**src/rtl/token_ring_scheduler.sv**
```systemverilog
// Rotating-priority scheduler granting one exclusive resource to N requesters,
// with a READY stage before each grant and a hold-time watchdog that revokes.
module token_ring_scheduler #(
  parameter int N        = 3,
  parameter int MAX_HOLD = 15,
  parameter int OW       = (N > 1) ? $clog2(N) : 1
) (
  input  logic          clk,
  input  logic          rst,
  input  logic [N-1:0]  req,
  output logic [N-1:0]  grant,
  output logic [OW-1:0] owner,
  output logic          busy,
  output logic [N-1:0]  revoke
);

  typedef enum logic [1:0] {IDLE, READY, BUSY} state_t;

  localparam logic [7:0]    HOLD_LAST = 8'(MAX_HOLD - 1);
  localparam logic [OW-1:0] LAST_IDX  = OW'(N - 1);

  state_t        state_reg, state_next;
  logic [OW-1:0] ptr_reg, ptr_next;
  logic [OW-1:0] owner_reg, owner_next;
  logic [OW-1:0] owner_inc;
  logic [OW-1:0] sel_idx;
  logic          sel_found;
  logic [7:0]    hold_cnt_reg, hold_cnt_next;
  logic [N-1:0]  mask_reg, mask_next;
  logic [N-1:0]  grant_reg, grant_next;
  logic [N-1:0]  revoke_reg, revoke_next;
  logic          busy_reg, busy_next;
  logic [N-1:0]  ereq;
  logic [OW-1:0] cand [N];

  assign ereq      = req & ~mask_reg;
  assign owner_inc = (owner_reg == LAST_IDX) ? '0 : owner_reg + 1'b1;

  // cand[k] is (ptr + k) mod N, the k-th position in the rotating scan order.
  genvar gi;
  generate
    for (gi = 0; gi < N; gi++) begin : g_cand
      logic [OW:0] sum;
      assign sum = {1'b0, ptr_reg} + (OW+1)'(gi);
      assign cand[gi] = (sum >= (OW+1)'(N)) ? OW'(sum - (OW+1)'(N)) : sum[OW-1:0];
    end
  endgenerate

  // Scan from the far end so the position closest to ptr wins.
  always_comb begin
    sel_found = 1'b0;
    sel_idx   = '0;
    for (int k = N - 1; k >= 0; k--) begin
      if (ereq[cand[k]]) begin
        sel_found = 1'b1;
        sel_idx   = cand[k];
      end
    end
  end

  always_ff @(posedge clk) begin
    if (rst) begin
      state_reg    <= IDLE;
      ptr_reg      <= '0;
      owner_reg    <= '0;
      hold_cnt_reg <= '0;
      mask_reg     <= '0;
      grant_reg    <= '0;
      revoke_reg   <= '0;
      busy_reg     <= 1'b0;
    end else begin
      state_reg    <= state_next;
      ptr_reg      <= ptr_next;
      owner_reg    <= owner_next;
      hold_cnt_reg <= hold_cnt_next;
      mask_reg     <= mask_next;
      grant_reg    <= grant_next;
      revoke_reg   <= revoke_next;
      busy_reg     <= busy_next;
    end
  end

  always_comb begin
    state_next = state_reg;
    case (state_reg)
      IDLE:    if (sel_found) state_next = READY;
      READY:   state_next = BUSY;
      BUSY:    if (!req[owner_reg] || hold_cnt_reg == HOLD_LAST) state_next = IDLE;
      default: state_next = IDLE;
    endcase
  end

  // Release is tested before timeout, so a simultaneous drop never revokes.
  always_comb begin
    grant_next    = '0;
    revoke_next   = '0;
    ptr_next      = ptr_reg;
    owner_next    = owner_reg;
    hold_cnt_next = hold_cnt_reg;
    mask_next     = mask_reg & req;
    case (state_reg)
      IDLE: begin
        if (sel_found) owner_next = sel_idx;
      end
      READY: begin
        grant_next[owner_reg] = 1'b1;
        hold_cnt_next         = '0;
      end
      BUSY: begin
        if (!req[owner_reg]) begin
          ptr_next = owner_inc;
        end else if (hold_cnt_reg == HOLD_LAST) begin
          revoke_next[owner_reg] = 1'b1;
          mask_next[owner_reg]   = 1'b1;
          ptr_next               = owner_inc;
        end else begin
          grant_next[owner_reg] = 1'b1;
          hold_cnt_next         = hold_cnt_reg + 8'd1;
        end
      end
      default: ;
    endcase
    busy_next = (state_next != IDLE);
  end

  assign grant  = grant_reg;
  assign revoke = revoke_reg;
  assign owner  = owner_reg;
  assign busy   = busy_reg;

endmodule

```
**config.mk**
```make
export PLATFORM = sky130hd
export DESIGN_NAME = token_ring_scheduler
export DESIGN_NICKNAME = d
export VERILOG_FILES = /design/src/rtl/token_ring_scheduler.sv
export SDC_FILE = /design/constraint.sdc
export NUM_CORES = 1
export LEC_CHECK = 0
export CAP_MARGIN = 25
export CORE_MARGIN = 3
export CORE_UTILIZATION = 40
export DETAILED_ROUTE_END_ITERATION = 8
export PLACE_DENSITY = 0.61
export REMOVE_ABC_BUFFERS = 1
export SLEW_MARGIN = 20
export SYNTH_ARGS = -nofsm -noshare
export SYNTH_HDL_FRONTEND = slang
export SYNTH_SLANG_ARGS = --single-unit
```
**constraint.sdc**
```tcl
create_clock -name clk -period 4 [get_ports clk]
set_input_delay 0.8 -clock clk [delete_from_list [all_inputs] [get_ports clk]]
set_output_delay 0.8 -clock clk [all_outputs]
set_load 0.1 [all_outputs]
```
# Word-level counts from Yosys, hierarchy flattened
# Cells that the tools add are included.
dict set report word_totals {
  ff_bits 24
  inputBits 5
  wordCells 81
}
dict set report op_classes {
  add_sub_neg 7
  order_cmp 8
  eq_ne 7
  n_mux 34
  bitwise 7
  n_reduce_logical 10
}
# cell n
set op_table {}
lappend op_table {{$mux W2} 11}
lappend op_table {{$mux W8} 2}
lappend op_table {{$pmux W8 S2} 1}
lappend op_table {{$mux W3} 5}
lappend op_table {{$lt A2 B3 Y1 const B} 4}
lappend op_table {{$add A8 B1 Y8 const B} 1}
lappend op_table {{$bmux W1 S2} 4}
lappend op_table {{$eq A8 B4 Y1 const B} 1}
lappend op_table {{$mux W1} 8}
lappend op_table {{$and A3 B3 Y3} 2}
lappend op_table {{$ge A3 B2 Y1 const B} 2}
lappend op_table {{$pmux W2 S3} 1}
lappend op_table {{$pmux W3 S2} 1}
lappend op_table {{$sub A2 B2 Y2 const B} 3}
lappend op_table {{$eq A2 B2 Y1 const B} 2}
lappend op_table {{$ne A2 B2 Y1 const B} 2}
lappend op_table {{$reduce_and A2 Y1} 2}
lappend op_table {{$reduce_bool A2 Y1} 2}
lappend op_table {{$reduce_or A4 Y1} 1}
lappend op_table {{$add A2 B1 Y3 const B} 1}
lappend op_table {{$add A2 B2 Y3 const B} 1}
lappend op_table {{$not A1 Y1} 3}
lappend op_table {{$not A3 Y3} 1}
lappend op_table {{$or A3 B3 Y3} 1}
lappend op_table {{other kinds (11)} 11}

# Longest topological paths before layout
# Gate-level depths: netlist of run 1.
dict set report depth {
  word_depth 11
  mapped_depth 7
}

# Least setup slack after synthesis of run 1
# Ideal clock, no wire load.
dict set report synth_timing {
  kind {flip-flop to flip-flop}
  start {register owner_reg[0] (netlist: owner[0])}
  end {register hold_cnt_reg[3]}
  setup_time_ns 0.071
  t_arrival_ns 2.249
  t_required_ns 3.929
  setup_slack_ns 1.681
  path_stages_with_launch 7
  period_less_slack_ns 2.319
  path_cell_list {dfxtp_1 buf_4 and2b_2 o2bb2ai_4 nand2_4 or4_1 a21oi_1}
}
dict set report synth_via {
  elab_chain_len 4
}
# element line_no
set synth_lines {}
lappend synth_lines {{from (decl)} 24} ;# logic [OW-1:0] owner_reg, owner_next;
lappend synth_lines {{from (signal assigned)} 74} ;# owner_reg <= owner_next;
lappend synth_lines {{$bmux W1 S2} 110} ;# if (!req[owner_reg]) begin
lappend synth_lines {{$mux W1 (not written as such)} 110}
lappend synth_lines {{$ne A2 B2 Y1 (no source line)} n/a}
lappend synth_lines {{$reduce_and A3 Y1 (no source line)} n/a}
lappend synth_lines {{to (signal assigned)} 75} ;# hold_cnt_reg <= hold_cnt_next;
lappend synth_lines {{to (decl)} 28} ;# logic [7:0] hold_cnt_reg, hold_cnt_next;
# No other way between the ends. The select of a mux whose other input is x is not followed.
# A chain may end at the register's enable or synchronous reset.

# Worst setup path after layout of run 1
dict set report layout_timing {
  start {register owner_reg[0] (netlist: owner[0])}
  end {output owner[0]}
}
# element line_no
set layout_lines {}
lappend layout_lines {{to (decl)} 12} ;# output logic [OW-1:0] owner,
# No word-level cell between the ends.

==> out/results.ini, run 1 <==
[outcome]
status=completed

[global_routing]
antenna_found_initial=0
grt_pass1_vias=1131
grt_usage=0.1524
grt_overflow=0
grt_pass1_wl_um=5071
grt_start_max_net_pins=16

[timing]
setup_viol=0
rsz0062_at_grt=false
fin_crit_sh=0.7310
holdWs_ps=507.4
fin_skew_ps=10.70
worst_pin_slew_ps=976.2
max_freq_mhz=342.0
slew_headroom=0.3472
finalHoldViolCount=0
finalSetupTns_ps=0
maxSlewViolCount=0
period_minus_slack_ps=2924

[yosys]
yosys_warnings=0
ys_async_sr_fraction=0
avgSynthCellArea_um2=8.719
synth.distinct_cells=47
synthTopCellsByCount=dfxtp_1 (24), a21oi_1 (11), nor2_1 (11)
seq_area_frac_synth=0.3488
yosys-top-cells-area=dfxtp_1 (35%), ha_1 (8.2%), a21oi_1 (4.0%), nand2b_1 (3.2%), nor2_1 (3.0%)
synth-main-ff-cell=dfxtp_1
yosys.area.top_type=dfxtp_1
synth_cells=158
synth_seq_cells=24
synth_enable_flop_cells=0
yosys.cell_count.top_type=dfxtp_1
synthesis.area_um2=1378
synth.top_cell.area_share=0.3488

[clock_network]
cts_buffers=3
cts_tree=yes
cts.path.max_buffers=2
clk_latency_ps=320
ctsResizeCount=0
clock-root-buffer=clkbuf_4
clock-sinks=24
cts_setup_buffers=0
htreeDepth=1
cts.clk_slew.worst_paths_ps=130
cts_hold_repair.buffers=0

[placed_design]
dp_hpwl_um=2252
portBuffers=13
gp_congestion=0.8133

[finish]
n_antenna_cell=0
largest_register_ffs=8
drive_above_1_share=0.06548
area.growth.synth_to_final_pct=14.35
nets=183

[pwr]
power_density_nw_per_um2=490.0
cell_internal_pwr_w=0.0004621
ir_drop_uv=282.7
fin_total_pwr_w=0.0007719
comb_power_share=0.411
p_clk_frac=0.225
swShare=0.4014
power.net_switching_w=0.0003099
power_frac_seq=0.363
p_leak_nw=0.5724

[floorplan]
initial_core_util=0.4335
die_y_um=64.69
num_rows=20
core_um2=3178
dieArea_um2=4184
die_w_um=64.69
io-pin-count=14

[setup_path]
crit_fanout=10
crit_required_ps=3200
path_delay_family=buffers and inverters
cpPeakStageDelay_ps=1220
critPathBufInv=1
startpoint_type=flip-flop
worstPathCellList=clkdlybuf4s50_1
r2r_setup_slack_ps=1860
cp.arrival_ps=2120
worstSetupPathType=flip-flop to primary output
cpMaxStageDelayCell=clkdlybuf4s50_1
worstSetupEndpointType=primary output

[detailed_routing]
drt_iter0_markers=67
drtPass1Iterations=5
drcViolationCount=0
ant_nets=0
vias=1218
finalWirelength_um=2993
via_per_inst=5.745
wl_per_cell_um=14.12

[min_path]
hold_class=flip-flop to flip-flop

[job]
drv_cap=0

[power by group through the flow]
stage	Sequential [W]	Clock, W	Combinational [W]
6_report	0.000280	0.000174	0.000318
5_1_grt	0.000285	0.000192	0.000346
4_1_cts	0.000280	0.000182	0.000316
3_5_place_dp	0.000286	0	0.000316
3_3_place_gp	0.000285	0	0.000315
2_1_floorplan	0.000356	0	0.000172
[layout by cell type, fill, tap and decap left out, types with 2 or more instances in the layout]
cell type        synthesis  layout
and3_1                   2       2
o32ai_1                  2       2
clkbuf_4                 0       3
ha_1                     9       9
nor2_1                  11      11
nand3_1                  8       8
a31oi_1                  5       5
a21oi_1                 11      11
dfxtp_1                 24      24
clkdlybuf4s50_1          0      13
nand4_1                  4       4
and4_1                   2       2
nor3_1                   6       6
a32o_1                   2       2
o22ai_1                  2       2
nand2b_1                 7       7
inv_1                   10      10
nand3b_1                 2       2
or3_1                    2       2
mux2i_1                  4       4
o211ai_1                 3       3
nand2_1                  8       8
a311oi_1                 2       2
o21ai_0                  2       2
nor3b_1                  2       2
nor2b_1                  2       2
[final timing paths]
path,end,start,cells past startpoint
setup / recovery,owner[0],owner[0]$_SDFFE_PP0P_,1
setup reg to reg,owner[0]$_SDFFE_PP0P_,ptr_reg[0]$_SDFFE_PP0P_,7
hold / removal,hold_cnt_reg[6]$_SDFFE_PP0P_,hold_cnt_reg[6]$_SDFFE_PP0P_,1
hold reg to reg,hold_cnt_reg[6]$_SDFFE_PP0P_,hold_cnt_reg[6]$_SDFFE_PP0P_,1
[cell families (layout without fill, tap and decap cells)]
family	after synthesis	in the layout	share of synthesized area
muxes	5	5	0.03905
buffers and inverters	18	28	0.05904
AOI/OAI and AO/OA	39	39	0.2153
DFF	24	24	0.3488
adders and majority gates	9	9	0.08175
xor gates and xnor gates	1	1	0.006359
and+or+nand+nor	62	62	0.2498
[per-stage QoR]
stage	utilization	instances	cell area (um2)	worst slack, ps
final	0.4957	212	1575	1076
after global routing	0.4957	212	1575	971.8
after CTS	0.4957	212	1575	1059
after detailed placement	0.4791	208	1523	1306
after global placement	0.4791	208	1523	1297
after floorplan	-	151	1338	1644
[layer usage]
layer | GRT usage | vias to the layer above | wire length [um] | share of wire
met1 | 0.1962 | 558 | 1354 | 0.45
met2 | 0.2474 | 51 | 1382 | 0.46
met3 | 0.04506 | 4 | 220 | 0.074
met5 | 0 | - | 0 | 0
met4 | 0.04222 | 0 | 35 | 0.012
li1 | - | 605 | - | -
[area by class of cell]
cell class | count | area (um2)
inverter | 11 | 41.29
sequential | 24 | 480.5
clock inverter | 1 | 30.03
multi-input combinational | 116 | 815.8
tap | 44 | 55.05
clock buffer | 3 | 22.52
fill | 307 | 1603
timing repair buffer | 13 | 130.1
Power figures use the tool's default switching activity.
==> run 2: changes to the inputs <==
==> constraint.sdc (replaced) <==
create_clock -name clk -period 2.94 [get_ports clk]
set_input_delay 0.588 -clock clk [delete_from_list [all_inputs] [get_ports clk]]
set_output_delay 0.588 -clock clk [all_outputs]
set_load 0.1 [all_outputs]
==> run 2 against run 1 <==
Clock power rose by 37%. First-iteration DRC count rose by 1.5%. Setup slack got worse by 160 ps. Via count fell by 0.66%. Worst hold slack got worse by 4.8 ps. Routed wire length rose by 2.1%. Utilization fell by 0.47 points. Clock-buffer cell count did not move. Cell count rose by 0.47%. Clock skew fell by 1.0 ps. Non-clock buffer count rose by 1. Register-to-register slack got worse by 930 ps.
==> out/results.ini, run 2 (synthesis gave the netlist of run 1 again) <==
[outcome]
status=completed

[global_routing]
grt_overflow=0  ; unchanged
antenna_found_initial=0  ; unchanged
grt_pass1_vias=1153  ; +1.9%
use_met3=0.04159  ; -0.003466
met1_usage=0.1821  ; -0.01405
grt_most_used_layer=met2
grt_usage=0.1531  ; +0.0006736
grtUsageMet2=0.2758  ; +0.02835
grt_start_max_net_pins=15  ; -1
grt_pass1_wl_um=5119  ; +0.95%

[timing]
period_minus_slack_ps=2029
finalSetupTns_ps=0  ; unchanged
fin_crit_sh=0.6900
maxSlewViolCount=0  ; unchanged
slew_headroom=0.7062  ; +0.3590
rsz0062_at_grt=false
fin_skew_ps=9.699  ; -1.002 ps
max_freq_mhz=492.9
setup_viol=0  ; unchanged
finalHoldViolCount=0  ; unchanged
worst_pin_slew_ps=440.8  ; -535.4 ps

[setup_path]
crit_required_ps=3190  ; about the same
rr_worst_depth=7  ; unchanged
startpoint_type=input pin
r2r-end=owner[0]$_SDFFE_PP0P_
crit_fanout=5  ; -5
setup.worst_path.start=req[0]
r2r_start=ptr_reg[0]$_SDFFE_PP0P_
worstSetupPathType=input pin to flip-flop
worstSetupEndpointType=flip-flop
r2r_setup_slack_ps=930  ; -930 ps
cp.arrival_ps=2280  ; +160 ps

[floorplan]
num_rows=20  ; unchanged
die_w_um=64.69  ; unchanged
io-pin-count=14  ; unchanged
die_y_um=64.69  ; unchanged
core_um2=3178  ; unchanged
dieArea_um2=4184  ; unchanged
initial_core_util=0.4335  ; unchanged

[placed_design]
dp_hpwl_um=2289  ; +1.6%
gp_congestion=0.8898  ; +9.4%
dpl_cell_area_um2=1508  ; -0.99%
portBuffers=13  ; unchanged

[finish]
final_cell_mix=dfxtp_1 (24), a21oi_1 (11), nor2_1 (11), inv_1 (10), buf_4 (10)
drive_above_1_share=0.1243  ; +0.05878
area.growth.synth_to_final_pct=13.26
mostFrequentLayoutCell=dfxtp_1
nets=184  ; +0.55%
fillers=316  ; +2.9%
n_antenna_cell=0  ; unchanged
final_cell_area_um2=1560  ; -0.95%
largest_register_ffs=8  ; unchanged

[clock_network]
clock-sinks=24  ; unchanged
ctsResizeCount=0  ; unchanged
clk_latency_ps=320  ; about the same
cts_tree=yes
cts.clk_slew.worst_paths_ps=140  ; about the same
cts_setup_buffers=0  ; unchanged
clock-root-buffer=clkbuf_4
cts.path.max_buffers=2  ; unchanged
cts_buffers=3  ; unchanged
cts_hold_repair.buffers=0  ; unchanged
htreeDepth=1  ; unchanged

[detailed_routing]
finalWirelength_um=3055  ; +2.1%
wl_per_cell_um=14.34  ; +1.6%
via_per_inst=5.681  ; -1.1%
ant_nets=0  ; unchanged
vias=1210  ; -0.66%
drtPass1Iterations=4  ; -1
drt_iter0_markers=68  ; +1.5%
drcViolationCount=0  ; unchanged

[min_path]
min_to=hold_cnt_reg[6]$_SDFFE_PP0P_
hold_depth=1  ; unchanged
min_from=hold_cnt_reg[6]$_SDFFE_PP0P_
hold_class=flip-flop to flip-flop

[pwr]
p_leak_nw=0.5946  ; +3.9%
power_density_nw_per_um2=676.4  ; +38%
ir_drop_uv=283.1  ; +0.13%

[job]
drv_cap=0  ; unchanged

==> run 2: layer usage <==
| metal | routed length (um) | up-vias |
|---|---|---|
| met5 | 0 | - |
| met4 | 19 | 0 |
| met3 | 140 | 2 |
| met2 | 1546 | 34 |
| met1 | 1348 | 572 |
| li1 | - | 602 |
==> run 2: area by class of cell <==
cell class | instances | area (um2) | area share
multi-input cells | 116 | 815.8 | 0.5229
repair buffers | 14 | 115.1 | 0.07378
inverters | 11 | 41.29 | 0.02646
clock buffers | 3 | 22.52 | 0.01443
flip-flops and latches | 24 | 480.5 | 0.3079
clock inverters | 1 | 30.03 | 0.01925
well taps | 44 | 55.05 | 0.03528
==> run 2: power by group <==
group          total [W]  internal (W)  switching, W
sequential      0.000384      0.000352     0.0000326
clock           0.000239      0.000138      0.000102
combinational   0.000432      0.000135      0.000296
==> run 2: critical path, cell delays in order <==
cell             delay [ps]
clkdlybuf4s50_1         560
mux2i_2                 140
o2bb2ai_4               260
nand2_4                  90
or4_1                   510
a21oi_1                 130
==> run 2: stage by stage <==
step                      std cells  hold WS [ps]   power, W  worst slack, ps  utilization
after floorplan                 151         447.1  0.0007183            583.5            -
after global placement          209         479.8  0.0008113            624.4       0.4744
after detailed placement        209         480.6  0.0008196            612.1       0.4744
after CTS                       213         507.5   0.001063            933.0       0.4909
after global routing            213         526.5   0.001122            725.8       0.4909
final                           213         502.6   0.001055            911.4       0.4909
==> run 2: worst max path at each step <==
stage                              endpoint  slack [ps]  cells past startpoint
2_1_floorplan  hold_cnt_reg[3]$_SDFFE_PP0P_         580                      5
3_3_place_gp   hold_cnt_reg[3]$_SDFFE_PP0P_         620                      6
3_5_place_dp        state_reg[0]$_SDFF_PP0_         610                      6
4_1_cts               owner[0]$_SDFFE_PP0P_         930                      7
5_1_grt               owner[1]$_SDFFE_PP0P_         730                      7
6_report       hold_cnt_reg[3]$_SDFFE_PP0P_         910                      6
==> run 3: changes to the inputs <==
--- a/config.mk
+++ b/config.mk
@@ -9,7 +9,7 @@
 export CORE_MARGIN = 3
 export CORE_UTILIZATION = 40
 export DETAILED_ROUTE_END_ITERATION = 8
-export PLACE_DENSITY = 0.61
+export PLACE_DENSITY = 0.63
 export REMOVE_ABC_BUFFERS = 1
 export SLEW_MARGIN = 20
 export SYNTH_ARGS = -nofsm -noshare
==> constraint.sdc (replaced) <==
create_clock -name clk -period 1.7 [get_ports clk]
set_input_delay 0.34 -clock clk [delete_from_list [all_inputs] [get_ports clk]]
set_output_delay 0.34 -clock clk [all_outputs]
set_load 0.1 [all_outputs]
==> run 3 against run 2 <==
Via count is 15% higher. Die area unchanged. Utilization increased by 16 points. The flow now finishes with violations (negative setup slack). Critical path depth is 1 higher.
==> out/results.ini, run 3 (synthesis gave the netlist of run 1 again) <==
[setup_path]
worstSetupPathType=flip-flop to flip-flop
worstPathCellList=inv_2 -> ha_4 -> or3b_4 -> a21oi_2 -> a311oi_2 -> a21o_1 -> o32ai_2
crit_fanout=4  ; -1
startpoint_type=flip-flop
cpMaxStageDelayCell=or3b_4
cp.arrival_ps=1970  ; -310 ps
cpPeakStageDelay_ps=380  ; -180 ps
worstSetupEndpointType=flip-flop
crit_required_ps=1940  ; -1250 ps

[global_routing]
grt_usage=0.1855  ; +0.03238
antenna_found_initial=0  ; unchanged
grt_pass1_vias=1395  ; +21%
grt_overflow=0  ; unchanged
grt_pass1_wl_um=6106  ; +19%
grt_start_max_net_pins=15  ; unchanged

[pwr]
power_frac_seq=0.300  ; -0.064
cell_internal_pwr_w=0.001337  ; +110%
fin_total_pwr_w=0.002191  ; +110%
ir_drop_uv=733.1  ; +160%
p_clk_frac=0.195  ; -0.032
power_density_nw_per_um2=1052  ; +56%
p_leak_nw=0.8237  ; +39%
swShare=0.3900  ; -0.01792
power.net_switching_w=0.0008546  ; +99%
comb_power_share=0.505  ; +0.096

[timing]
max_freq_mhz=578.9
rsz0062_at_grt=true
setup_viol=1  ; +1
finalWorstSetupSlack_ps=-27.55  ; -938.9 ps
slew_headroom=0.7719  ; +0.06570
fin_crit_sh=1.016
period_minus_slack_ps=1728
worst_pin_slew_ps=341.5  ; -99.26 ps
maxSlewViolCount=0  ; unchanged
fin_skew_ps=10.80  ; +1.100 ps
finalHoldViolCount=0  ; unchanged

[min_path]
hold_class=input pin to flip-flop

[clock_network]
cts.clk_slew.worst_paths_ps=150  ; about the same
clk_latency_ps=330  ; about the same
cts_buffers=3  ; unchanged
cts.path.max_buffers=2  ; unchanged
htreeDepth=1  ; unchanged
cts_tree=yes
clock-sinks=24  ; unchanged
clock-root-buffer=clkbuf_4

[placed_design]
dpl_cell_area_um2=1853  ; +23%
gp_congestion=0.8650  ; -2.8%
dp_hpwl_um=2763  ; +21%
portBuffers=13  ; unchanged

[finish]
nets=217  ; +18%
drive_above_1_share=0.3911  ; +0.2668
largest_register_ffs=8  ; unchanged
final_cell_area_um2=2083  ; +34%
n_antenna_cell=0  ; unchanged
final_cell_mix=buf_4 (32), dfxtp_1 (20), nor2_1 (11), a21oi_1 (9), buf_12 (9)
area.growth.synth_to_final_pct=51.23
mostFrequentLayoutCell=buf_4

[floorplan]
initial_core_util=0.4335  ; unchanged
die_y_um=64.69  ; unchanged
core_um2=3178  ; unchanged
num_rows=20  ; unchanged
die_w_um=64.69  ; unchanged
dieArea_um2=4184  ; unchanged
io-pin-count=14  ; unchanged

[job]
drv_cap=0  ; unchanged

[detailed_routing]
drcViolationCount=0  ; unchanged
drtPass1Iterations=4  ; unchanged
drt_iter0_markers=82  ; +21%
vias=1390  ; +15%
finalWirelength_um=3789  ; +24%
via_per_inst=5.650  ; -0.53%
wl_per_cell_um=15.40  ; +7.4%
ant_nets=0  ; unchanged

[outcome]
violations=negative setup slack
status=finished with violations

==> run 3: changes by cell type in the layout (fill, tap and decap cells not counted), sizes merged <==
cell / before / now
dlymetal6s2s: 0 / 1
clkdlybuf4s50: 4 / 2
buf: 10 / 43
dlygate4sd2: 0 / 1
==> run 3: critical path, delay by kind of cell (launching register included) <==
| kind | cells | cell delay, ps |
|---|---|---|
| buffers and inverters | 1 | 70 |
| and+or+nand+nor | 1 | 380 |
| AOI/OAI and AO/OA | 4 | 670 |
| adders and majority gates | 1 | 170 |
| DFF | 1 | 360 |
==> run 3: area by class of cell <==
class	count	area [um2]
fillers	244	1095
multi-input cells	116	959.7
flip-flops and latches	24	488.0
repair buffers	47	484.2
well taps	44	55.05
inverters	11	43.79
clock inverters	1	30.03
clock buffers	3	22.52
==> run 3: final timing paths <==
kind / start / end / slack (ps) / cells after the start
setup reg to reg: ptr_reg[1]$_SDFFE_PP0P_ / state_reg[0]$_SDFF_PP0_ / -30 / 7
hold / removal: req[2] / mask_reg[2]$_SDFF_PP0_ / 370 / 2
setup / recovery: ptr_reg[1]$_SDFFE_PP0P_ / state_reg[0]$_SDFF_PP0_ / -30 / 7
hold reg to reg: hold_cnt_reg[6]$_SDFFE_PP0P_ / hold_cnt_reg[6]$_SDFFE_PP0P_ / 520 / 1
==> run 3: power by group through the flow <==
stage               sequential, W  combinational (W)  clock (W)
floorplan                0.000837           0.000405          0
global placement         0.000658           0.000957          0
detailed placement       0.000661           0.000981          0
CTS                      0.000650            0.00102   0.000438
global route             0.000660            0.00119   0.000458
finish                   0.000656            0.00111   0.000427
==> run 3: routing by layer <==
metal | vias up | global-route usage | part of all wire
met1 | 683 | 0.2085 | 0.42
met5 | - | 0 | 0
met3 | 4 | 0.04679 | 0.044
li1 | 666 | - | -
met4 | 0 | 0.06069 | 0.010
met2 | 37 | 0.3389 | 0.52
==> run 3: through the flow <==
stage	setup WS (ps)	hold WS, ps	setup TNS, ps	util	instances
6_report	-27.55	371.7	-27.55	0.6555	246
5_1_grt	-83.40	369.0	-284.4	0.6555	246
4_1_cts	5.056	465.3	0	0.6260	244
3_5_place_dp	-364.1	483.7	-5112	0.5831	240
3_3_place_gp	-314.5	477.8	-4545	0.5831	240
2_1_floorplan	-656.5	409.1	-9089	-	151
==> run 3: timing repair <==
item / in CTS / in global routing
hold buffers: 0 / 0
endpoints found under the setup margin: 6 / 19
pin swaps: 8 / 7
buffers inserted: 1 / 2
gates resized for setup: 19 / 18
